[src/rtl/regfile_wb_sched_pkg.sv]
// rtl/regfile_wb_sched_pkg.sv - shared register IDs, FSM encoding and helpers for the writeback scheduler
package regfile_wb_sched_pkg;

    localparam logic [3:0] RNONE = 4'hF;

    localparam logic [3:0] RRAX = 4'h0;
    localparam logic [3:0] RRCX = 4'h1;
    localparam logic [3:0] RRDX = 4'h2;
    localparam logic [3:0] RRBX = 4'h3;
    localparam logic [3:0] RRSP = 4'h4;
    localparam logic [3:0] RRBP = 4'h5;
    localparam logic [3:0] RRSI = 4'h6;
    localparam logic [3:0] RRDI = 4'h7;
    localparam logic [3:0] RR8  = 4'h8;
    localparam logic [3:0] RR9  = 4'h9;
    localparam logic [3:0] RR10 = 4'hA;
    localparam logic [3:0] RR11 = 4'hB;
    localparam logic [3:0] RR12 = 4'hC;
    localparam logic [3:0] RR13 = 4'hD;
    localparam logic [3:0] RR14 = 4'hE;

    typedef enum logic {
        IDLE = 1'b0,
        WR_M = 1'b1
    } state_t;

    // True when the ID names a real architectural register
    function automatic logic is_reg(input logic [3:0] id);
        return id != RNONE;
    endfunction

endpackage

[src/rtl/regfile_wb_sched_if.sv]
// rtl/regfile_wb_sched_if.sv - writeback request and read-port bundle for the writeback scheduler
interface regfile_wb_sched_if #(
    parameter int DW = 64
);
    logic          wb_valid;
    logic          wb_ready;
    logic [3:0]    dstE;
    logic [DW-1:0] valE;
    logic [3:0]    dstM;
    logic [DW-1:0] valM;
    logic [3:0]    srcA;
    logic [3:0]    srcB;
    logic [DW-1:0] valA;
    logic [DW-1:0] valB;
    logic          busy;

    modport master (
        output wb_valid, dstE, valE, dstM, valM, srcA, srcB,
        input  wb_ready, valA, valB, busy
    );

    modport slave (
        input  wb_valid, dstE, valE, dstM, valM, srcA, srcB,
        output wb_ready, valA, valB, busy
    );
endinterface

[src/rtl/regfile_wb_sched_regfile_1w2r.sv]
// rtl/regfile_wb_sched_regfile_1w2r.sv - register storage with one write port and two combinational read ports
module regfile_1w2r #(
    parameter int DW   = 64,
    parameter int NREG = 15
) (
    input  logic          clk,
    input  logic          rst_n,
    input  logic          i_we,
    input  logic [3:0]    i_waddr,
    input  logic [DW-1:0] i_wdata,
    input  logic [3:0]    i_raddr_a,
    input  logic [3:0]    i_raddr_b,
    output logic [DW-1:0] o_rdata_a,
    output logic [DW-1:0] o_rdata_b
);
    import regfile_wb_sched_pkg::*;

    logic [DW-1:0] r_regs [NREG];

    // Storage: reset seeds register i with i+1; addresses past the file (RNONE) never write
    always_ff @(posedge clk or negedge rst_n) begin
        if (!rst_n) begin
            for (int i = 0; i < NREG; i++) begin
                r_regs[i] <= DW'(i + 1);
            end
        end else if (i_we && int'(i_waddr) < NREG) begin
            r_regs[i_waddr] <= i_wdata;
        end
    end

    assign o_rdata_a = (int'(i_raddr_a) < NREG) ? r_regs[i_raddr_a] : '0;
    assign o_rdata_b = (int'(i_raddr_b) < NREG) ? r_regs[i_raddr_b] : '0;

endmodule

[src/rtl/regfile_wb_sched.sv]
// rtl/regfile_wb_sched.sv - serialises dual E/M writebacks onto a single-write-port register file
module regfile_wb_sched #(
    parameter int DW   = 64,
    parameter int NREG = 15
) (
    input  logic                clk,
    input  logic                rst_n,
    regfile_wb_sched_if.slave   bus
);
    import regfile_wb_sched_pkg::*;

    state_t        r_state;
    logic [3:0]    r_dstm;
    logic [DW-1:0] r_valm;
    logic          r_wb_ready;
    logic          r_busy;

    logic          w_accept;
    logic          w_e_ok;
    logic          w_m_ok;
    logic          w_split;
    logic          w_we;
    logic [3:0]    w_waddr;
    logic [DW-1:0] w_wdata;
    logic [DW-1:0] w_rf_a;
    logic [DW-1:0] w_rf_b;

    assign w_accept = bus.wb_valid && (r_state == IDLE);
    assign w_e_ok   = is_reg(bus.dstE);
    assign w_m_ok   = is_reg(bus.dstM);
    assign w_split  = w_e_ok && w_m_ok && (bus.dstE != bus.dstM);

    // Write-port mux: WR_M drains the latched M; in IDLE an accept writes E first on a split, else M wins
    always_comb begin
        w_we    = 1'b0;
        w_waddr = RNONE;
        w_wdata = '0;
        if (r_state == WR_M) begin
            w_we    = 1'b1;
            w_waddr = r_dstm;
            w_wdata = r_valm;
        end else if (w_accept) begin
            if (w_split) begin
                w_we    = 1'b1;
                w_waddr = bus.dstE;
                w_wdata = bus.valE;
            end else if (w_m_ok) begin
                w_we    = 1'b1;
                w_waddr = bus.dstM;
                w_wdata = bus.valM;
            end else if (w_e_ok) begin
                w_we    = 1'b1;
                w_waddr = bus.dstE;
                w_wdata = bus.valE;
            end
        end
    end

    // Scheduler FSM with registered ready/busy and the pending-M latch
    always_ff @(posedge clk or negedge rst_n) begin
        if (!rst_n) begin
            r_state    <= IDLE;
            r_dstm     <= RNONE;
            r_valm     <= '0;
            r_wb_ready <= 1'b1;
            r_busy     <= 1'b0;
        end else begin
            case (r_state)
                IDLE: begin
                    if (w_accept && w_split) begin
                        r_state    <= WR_M;
                        r_dstm     <= bus.dstM;
                        r_valm     <= bus.valM;
                        r_wb_ready <= 1'b0;
                        r_busy     <= 1'b1;
                    end
                end
                WR_M: begin
                    r_state    <= IDLE;
                    r_dstm     <= RNONE;
                    r_valm     <= '0;
                    r_wb_ready <= 1'b1;
                    r_busy     <= 1'b0;
                end
                default: begin
                    r_state    <= IDLE;
                    r_wb_ready <= 1'b1;
                    r_busy     <= 1'b0;
                end
            endcase
        end
    end

    regfile_1w2r #(
        .DW   (DW),
        .NREG (NREG)
    ) u_rf (
        .clk       (clk),
        .rst_n     (rst_n),
        .i_we      (w_we),
        .i_waddr   (w_waddr),
        .i_wdata   (w_wdata),
        .i_raddr_a (bus.srcA),
        .i_raddr_b (bus.srcB),
        .o_rdata_a (w_rf_a),
        .o_rdata_b (w_rf_b)
    );

    // Pending M is architecturally committed already, so reads of its register see it early
    assign bus.valA     = (r_state == WR_M && bus.srcA == r_dstm) ? r_valm : w_rf_a;
    assign bus.valB     = (r_state == WR_M && bus.srcB == r_dstm) ? r_valm : w_rf_b;
    assign bus.wb_ready = r_wb_ready;
    assign bus.busy     = r_busy;

endmodule

[src/flat_wrapper.sv]
// flat-port wrapper written by rule: the top's interface ports become plain ports
module regfile_wb_sched_flat import regfile_wb_sched_pkg::*;
#(
    parameter int DW   = 64,
    parameter int NREG = 15
)
  (clk, rst_n, bus_wb_valid, bus_dstE, bus_valE, bus_dstM, bus_valM, bus_srcA, bus_srcB, bus_wb_ready, bus_valA, bus_valB, bus_busy);
  regfile_wb_sched_if #(.DW(DW)) bus_i ();
  input  logic clk;
  input  logic rst_n;
  input wire logic [$bits(bus_i.wb_valid)-1:0] bus_wb_valid;
  input wire logic [$bits(bus_i.dstE)-1:0] bus_dstE;
  input wire logic [$bits(bus_i.valE)-1:0] bus_valE;
  input wire logic [$bits(bus_i.dstM)-1:0] bus_dstM;
  input wire logic [$bits(bus_i.valM)-1:0] bus_valM;
  input wire logic [$bits(bus_i.srcA)-1:0] bus_srcA;
  input wire logic [$bits(bus_i.srcB)-1:0] bus_srcB;
  output wire logic [$bits(bus_i.wb_ready)-1:0] bus_wb_ready;
  output wire logic [$bits(bus_i.valA)-1:0] bus_valA;
  output wire logic [$bits(bus_i.valB)-1:0] bus_valB;
  output wire logic [$bits(bus_i.busy)-1:0] bus_busy;
  assign bus_i.wb_valid = bus_wb_valid;
  assign bus_i.dstE = bus_dstE;
  assign bus_i.valE = bus_valE;
  assign bus_i.dstM = bus_dstM;
  assign bus_i.valM = bus_valM;
  assign bus_i.srcA = bus_srcA;
  assign bus_i.srcB = bus_srcB;
  assign bus_wb_ready = bus_i.wb_ready;
  assign bus_valA = bus_i.valA;
  assign bus_valB = bus_i.valB;
  assign bus_busy = bus_i.busy;
  regfile_wb_sched #(.DW(DW), .NREG(NREG)) u_core (.clk(clk), .rst_n(rst_n), .bus(bus_i));
endmodule
[config.mk]
export PLATFORM = sky130hd
export DESIGN_NAME = regfile_wb_sched_flat
export DESIGN_NICKNAME = d
export VERILOG_FILES = /design/src/rtl/regfile_wb_sched_pkg.sv /design/src/rtl/regfile_wb_sched_if.sv /design/src/rtl/regfile_wb_sched_regfile_1w2r.sv /design/src/rtl/regfile_wb_sched.sv /design/src/flat_wrapper.sv
export SDC_FILE = /design/constraint.sdc
export NUM_CORES = 2
export LEC_CHECK = 0
export CORE_AREA = 2 2 437 266
export DETAILED_ROUTE_END_ITERATION = 8
export DIE_AREA = 0 0 439 268
export PLACE_DENSITY = 0.73
export SYNTH_ARGS = -nofsm -noshare
export SYNTH_HDL_FRONTEND = slang
export SYNTH_SLANG_ARGS = --single-unit
[constraint.sdc]
create_clock -name clk -period 4.16 [get_ports clk]
set_input_delay 1.248 -clock clk [delete_from_list [all_inputs] [get_ports clk]]
set_output_delay 1.248 -clock clk [all_outputs]
set_load 0.1 [all_outputs]
Word level (Yosys, flattened, before mapping)
Cells that the tools add are included.
{"block": "op_classes", "order_cmp": 7, "n_eq_ne": 6, "n_mux": 38, "bitwise_logic": 4, "n_reduce_logical": 8}
{"op": "$bwmux W960", "n": 1}
{"op": "$mux W64", "n": 15}
{"op": "$bmux W64 S4", "n": 2}
{"op": "$demux W64 S4", "n": 1}
{"op": "$pmux W64 S2", "n": 1}
{"op": "$mux W4", "n": 6}
{"op": "$ge A5 B5 Y1 const B", "n": 3}
{"op": "$not A4 Y5", "n": 3}
{"op": "$lt A4 B4 Y1 const B", "n": 3}
{"op": "$eq A4 B4 Y1", "n": 2}
{"op": "$logic_and A1 B1 Y1", "n": 8}
{"op": "$mux W1", "n": 8}
{"op": "$ne A4 B4 Y1 const B", "n": 2}
{"op": "$pmux W4 S2", "n": 1}
{"op": "$pmux W1 S2", "n": 3}
{"op": "$lt A5 B1 Y1 const B", "n": 1}
{"op": "$ne A4 B4 Y1", "n": 1}
{"op": "$ne A2 B2 Y1 const B", "n": 1}
{"op": "$not A1 Y1", "n": 1}
{"block": "word_totals", "ff_bits": 1031, "input_bits": 147, "output_inout_bits": 130, "wordCells": 83}

Depth between registers and ports, before layout
{"block": "logic_depth", "depth_word": 12, "ltp_mapped": 10, "ltp_nobuf": 6}

By module
Synthesis repeated with hierarchy kept, for this count alone.
{"block": "unflattened", "cells_unflattened": 4216, "area_unflattened_um2": 58100.7}
{"mod": "regfile_1w2r", "instances": 1, "cells_per_inst": 3509, "area_each_um2": 51577.0, "seq_area_each_um2": 24063.1}
{"mod": "regfile_wb_sched", "instances": 1, "cells_per_inst": 707, "area_each_um2": 6523.8, "seq_area_each_um2": 1783.0}

Worst setup path after synthesis
No wires, ideal clock.
{"block": "synth_timing", "path_type": "input port to output port", "from": "input bus_srcB[0]", "to": "output bus_valB[10]", "t_arrival_ns": 4.398, "t_required_ns": 2.912, "slack_ns": -1.486, "cell_stages": 7, "path_buffers": 4, "path_cell_list": "clkbuf_1 > buf_2 > xnor2_1 > nand4_1 > clkbuf_1 > clkbuf_1 > o21ai_0"}
{"block": "synth_via", "elab_chain_len": 6, "elab_cells_between_ends": 9, "classes_between": "order compare (1); eq/ne (1); mux (5); bitwise (1); reduce/logical (1)"}
{"item": "from (decl)", "line_no": "flat_wrapper.sv:17", "rtl": "input wire logic [$bits(bus_i.srcB)-1:0] bus_srcB;"}
{"item": "$not A4 Y5 (implied by the code)", "line_no": "regfile_wb_sched_regfile_1w2r.sv:32", "rtl": "assign o_rdata_b = (int'(i_raddr_b) < NREG) ? r_regs[i_raddr_b] : '0;"}
{"item": "$bmux W64 S4", "line_no": "regfile_wb_sched_regfile_1w2r.sv:32"}
{"item": "$mux W64 (implied by the code) (2 in a row)", "line_no": "regfile_wb_sched_regfile_1w2r.sv:32"}
{"item": "$mux W64", "line_no": "regfile_wb_sched_regfile_1w2r.sv:32"}
{"item": "$mux W64 (*)", "line_no": "regfile_wb_sched.sv:111", "rtl": "assign bus.valB = (r_state == WR_M && bus.srcB == r_dstm) ? r_valm : w_rf_b;"}
{"item": "to (decl)", "line_no": "flat_wrapper.sv:20", "rtl": "output wire logic [$bits(bus_i.valB)-1:0] bus_valB;"}
Every way passes the cells marked *; elsewhere a longest branch is shown, timed or not. The select of a mux whose other input is x is not followed.

Final worst setup path
{"block": "layout_timing", "from": "input bus_srcA[0]", "to": "output bus_valA[16]"}
{"block": "layout_via", "elab_chain_len": 6, "elab_cells_between_ends": 9, "classes_between": "order compare (1); eq/ne (1); mux (5); bitwise (1); reduce/logical (1)"}
{"item": "from (decl)", "line_no": "flat_wrapper.sv:16", "rtl": "input wire logic [$bits(bus_i.srcA)-1:0] bus_srcA;"}
{"item": "$not A4 Y5 (implied by the code)", "line_no": "regfile_wb_sched_regfile_1w2r.sv:31", "rtl": "assign o_rdata_a = (int'(i_raddr_a) < NREG) ? r_regs[i_raddr_a] : '0;"}
{"item": "$bmux W64 S4", "line_no": "regfile_wb_sched_regfile_1w2r.sv:31"}
{"item": "$mux W64 (implied by the code) (2 in a row)", "line_no": "regfile_wb_sched_regfile_1w2r.sv:31"}
{"item": "$mux W64", "line_no": "regfile_wb_sched_regfile_1w2r.sv:31"}
{"item": "$mux W64 (*)", "line_no": "regfile_wb_sched.sv:110", "rtl": "assign bus.valA = (r_state == WR_M && bus.srcA == r_dstm) ? r_valm : w_rf_a;"}
{"item": "to (decl)", "line_no": "flat_wrapper.sv:19", "rtl": "output wire logic [$bits(bus_i.valA)-1:0] bus_valA;"}
Marks and branches as above.

==> flow_metrics.tcl <==
set metrics [dict create \
    gr-total-overflow 0 \
    synth-edff-count 0 \
    crit_fanout 16 \
    fin_area_um2 75800 \
    setup_slack_ps -269 \
    start_util 0.517 \
    syn-instance-count 4350 \
    syn_nets 4497 \
    synth-simple-area-share 0.0473 \
    drtIter0Drc 5061 \
    hpwl_mm 125 \
    num-nets-final 4957 \
    slew_headroom 0.357 \
    p_leak_nw 32.3 \
    fin_skew_ps 26.4 \
    vias 44217 \
    grt_max_degree 137 \
    dr.pass1.iters 6 \
    synth_xor_area_frac 0.00179 \
    cts_buffer_depth 3 \
    root_buffer "clkbuf_16" \
    grt_pass1_vias 45169 \
    path_class "in -> out" \
    grt_antenna_before_repair 4 \
    grt_pass1_wl_mm 301 \
    synth.distinct_cells 60 \
    clk-insertion-delay-late_ps 710 \
    htree_levels 3 \
    async_flop_share 1.00 \
    multi_input_area_um2 33400 \
    die_h_um 268 \
    comb_power_share 0.414 \
    post_dp_cell_area_um2 69700 \
    peakVddDrop_v 0.000403 \
    pin_count 277 \
    via_per_inst 6.89 \
    yosys_warnings 0 \
    cts_buffers 97 \
    hold_violations 0 \
    maxCapViolations 0 \
    ant_nets 0 \
    ys_seq_area_frac 0.441 \
    synthAdderAreaFrac 0 \
    tightestPinTransition_ps 961 \
    dominantRegCellSynth "dfrtp_1" \
    drc 0 \
    synthMuxAreaShare 0.369 \
    clkPwrFrac 0.213 \
    p_total_mw 44.7 \
    place_congestion 0.876 \
    p_switching_mw 16.2 \
    internal_power_mw 28.5 \
    max_freq_ghz 0.226 \
    required_ps 2910 \
    grt.total_usage 0.344 \
    slew_viol_final 0 \
    core.rowCount 96 \
    failed_checks "setup timing" \
    rsz0062_at_grt "true" \
    syn_area_per_cell_um2 13.5 \
    status "complete, but fails checks" \
    layout-area-overhead-vs-synth_pct 29.2 \
    crit_path_start_kind "primary input" \
    die_area_um2 118000 \
    cts_hold_buf 0 \
    seqPwrFrac 0.374 \
    regArea_um2 25800 \
    routedWlPerCell_um 31.6 \
    synth_area_um2 58700 \
    fin_hold_ws_ps 468 \
    p_sw_frac 0.363 \
    worstPathArrival_ps 3180 \
    clk_pin_slew_ps 60 \
    die_w_um 439 \
    crit_path_end_kind "primary output" \
    period_minus_slack_ps 4430 \
    finalSetupViolations 128 \
    wl_mm 203 \
    coreArea_um2 114000 \
    synth-compound-area-share 0.102 \
    ys_ff_latch 1031 \
    drive_gt1_frac 0.538 \
    port_buffers 276 \
    power_density_nw_per_um2 590 \
    synth_top_family_by_area "multiplexers" \
    finalCritPeriodShare 1.06 \
    cts_sinks 1031 \
    hp-class "in -> async" \
    fillers 7622 \
    cts_tree "built" \
]
[final cells by class]
type	count	share of cell area
multi-input cells	2856	0.441
flip-flops and latches	1031	0.341
repair buffers	822	0.148
clock buffers	153	0.0397
well taps	1519	0.0251
clock inverters	27	0.00490
diodes	5	0.000165
inverters	2	0.000132
[power groups by stage]
stage                     combinational [mW]  clock [mW]  sequential [mW]
after global routing                    19.3        10.0             17.1
after floorplan                         12.6           0             15.7
final                                   18.5        9.51             16.7
after CTS                               18.3        9.55             16.5
after detailed placement                17.6           0             16.6
after global placement                  17.3           0             16.3
[placed cells by master, fill, tap and decap left out, drive strengths merged, types with 2 or more instances in the layout]
| master | count |
|---|---|
| a22oi | 190 |
| dfrtp | 994 |
| and4 | 2 |
| dfstp | 37 |
| nand2 | 271 |
| xnor2 | 8 |
| a31oi | 64 |
| o22ai | 66 |
| a21o | 64 |
| a22o | 65 |
| a21oi | 2 |
| bufinv | 7 |
| mux2 | 1024 |
| diode | 5 |
| o221ai | 2 |
| nor3b | 4 |
| nand4 | 5 |
| o21ai | 71 |
| clkinvlp | 5 |
| and2 | 3 |
| mux4 | 384 |
| o2bb2ai | 63 |
| or2 | 67 |
| mux2i | 128 |
| o211ai | 129 |
| nand3 | 195 |
| xor2 | 4 |
| clkdlybuf4s50 | 139 |
| nor2 | 20 |
| nor2b | 7 |
| o221a | 3 |
| bufbuf | 2 |
| buf | 677 |
| clkbuf | 157 |
| nand2b | 2 |
| nor3 | 3 |
| clkinv | 16 |
[Yosys cell counts (50+ instances only)]
master,n,area (µm²)
a21o_1,64,480
a22o_1,65,569
a22oi_1,190,1430
a31oi_1,64,400
buf_2,208,1040
clkbuf_1,171,642
dfrtp_1,994,24900
mux2_1,68,766
mux2_2,906,10200
mux2_4,50,751
mux2i_1,128,1280
mux4_2,384,8650
nand2_1,269,1010
nand3_1,195,976
o211ai_1,73,548
o211ai_4,50,1060
o21ai_0,68,340
o22ai_1,66,413
o2bb2ai_1,63,552
or2_2,65,407
[cell families (layout without fill, tap and decap cells)]
family,after synthesis,in the layout
AO/OA/AOI/OAI,723,723
XOR/XNOR,12,12
buffers and inverters,463,1004
flip-flops,1031,1031
multiplexers,1536,1536
other,0,5
AND/OR/NAND/NOR,585,585
[what timing repair did]
action / CTS / global route
cloned: 23 / 4
gates resized for setup: 239 / 55
buffers inserted: 69 / 18
endpoints found under the setup margin: 128 / 128
pin swaps: 75 / 42
[sequential cells by signal, summed over array words and instances (netlist names)]
name / flops
u_core.r_dstm: 4
u_core.r_valm: 64
u_core.u_rf.r_regs: 960
u_core.bus.busy: 1
u_core.r_state: 1
u_core.bus.wb_ready: 1
[metal layers]
layer,global-route usage,share of wire
met1,0.486,0.41
met2,0.513,0.46
met3,0.0886,0.10
met4,0.130,0.037
met5,0,0
[final timing paths]
kind / startpoint / endpoint / slack, ps / depth (start not counted)
max in group asynchronous: rst_n / u_core.u_rf.r_regs[868] / 2410 / 2
setup / recovery: bus_srcA[0] / bus_valA[16] / -270 / 11
min in group clk: u_core.bus.wb_ready / u_core.bus.wb_ready / 500 / 2
hold / removal: rst_n / u_core.u_rf.r_regs[698] / 470 / 1
setup reg to reg: u_core.r_state / u_core.u_rf.r_regs[476] / 620 / 7
hold reg to reg: u_core.bus.wb_ready / u_core.bus.wb_ready / 500 / 2
[through the flow]
stage	setup TNS (ps)	worst slack [ps]	instances	util
finish	-20850	-269	6415	0.668
global route	-24900	-329	6413	0.668
CTS	-18880	-240	6395	0.664
detailed placement	-58120	-538	6129	0.614
global placement	-58280	-581	6129	0.614
floorplan	-12990	-315	4350	-
[worst max-delay path, stage by stage]
cell	delay, ps
buf_16	130
buf_6	230
nor2b_4	240
buf_12	210
buf_12	170
nand2_1	70
o211ai_1	130
a31oi_1	150
buf_4	200
o22ai_4	180
buf_12	200
No activity file was read; power rests on OpenSTA's default activity.
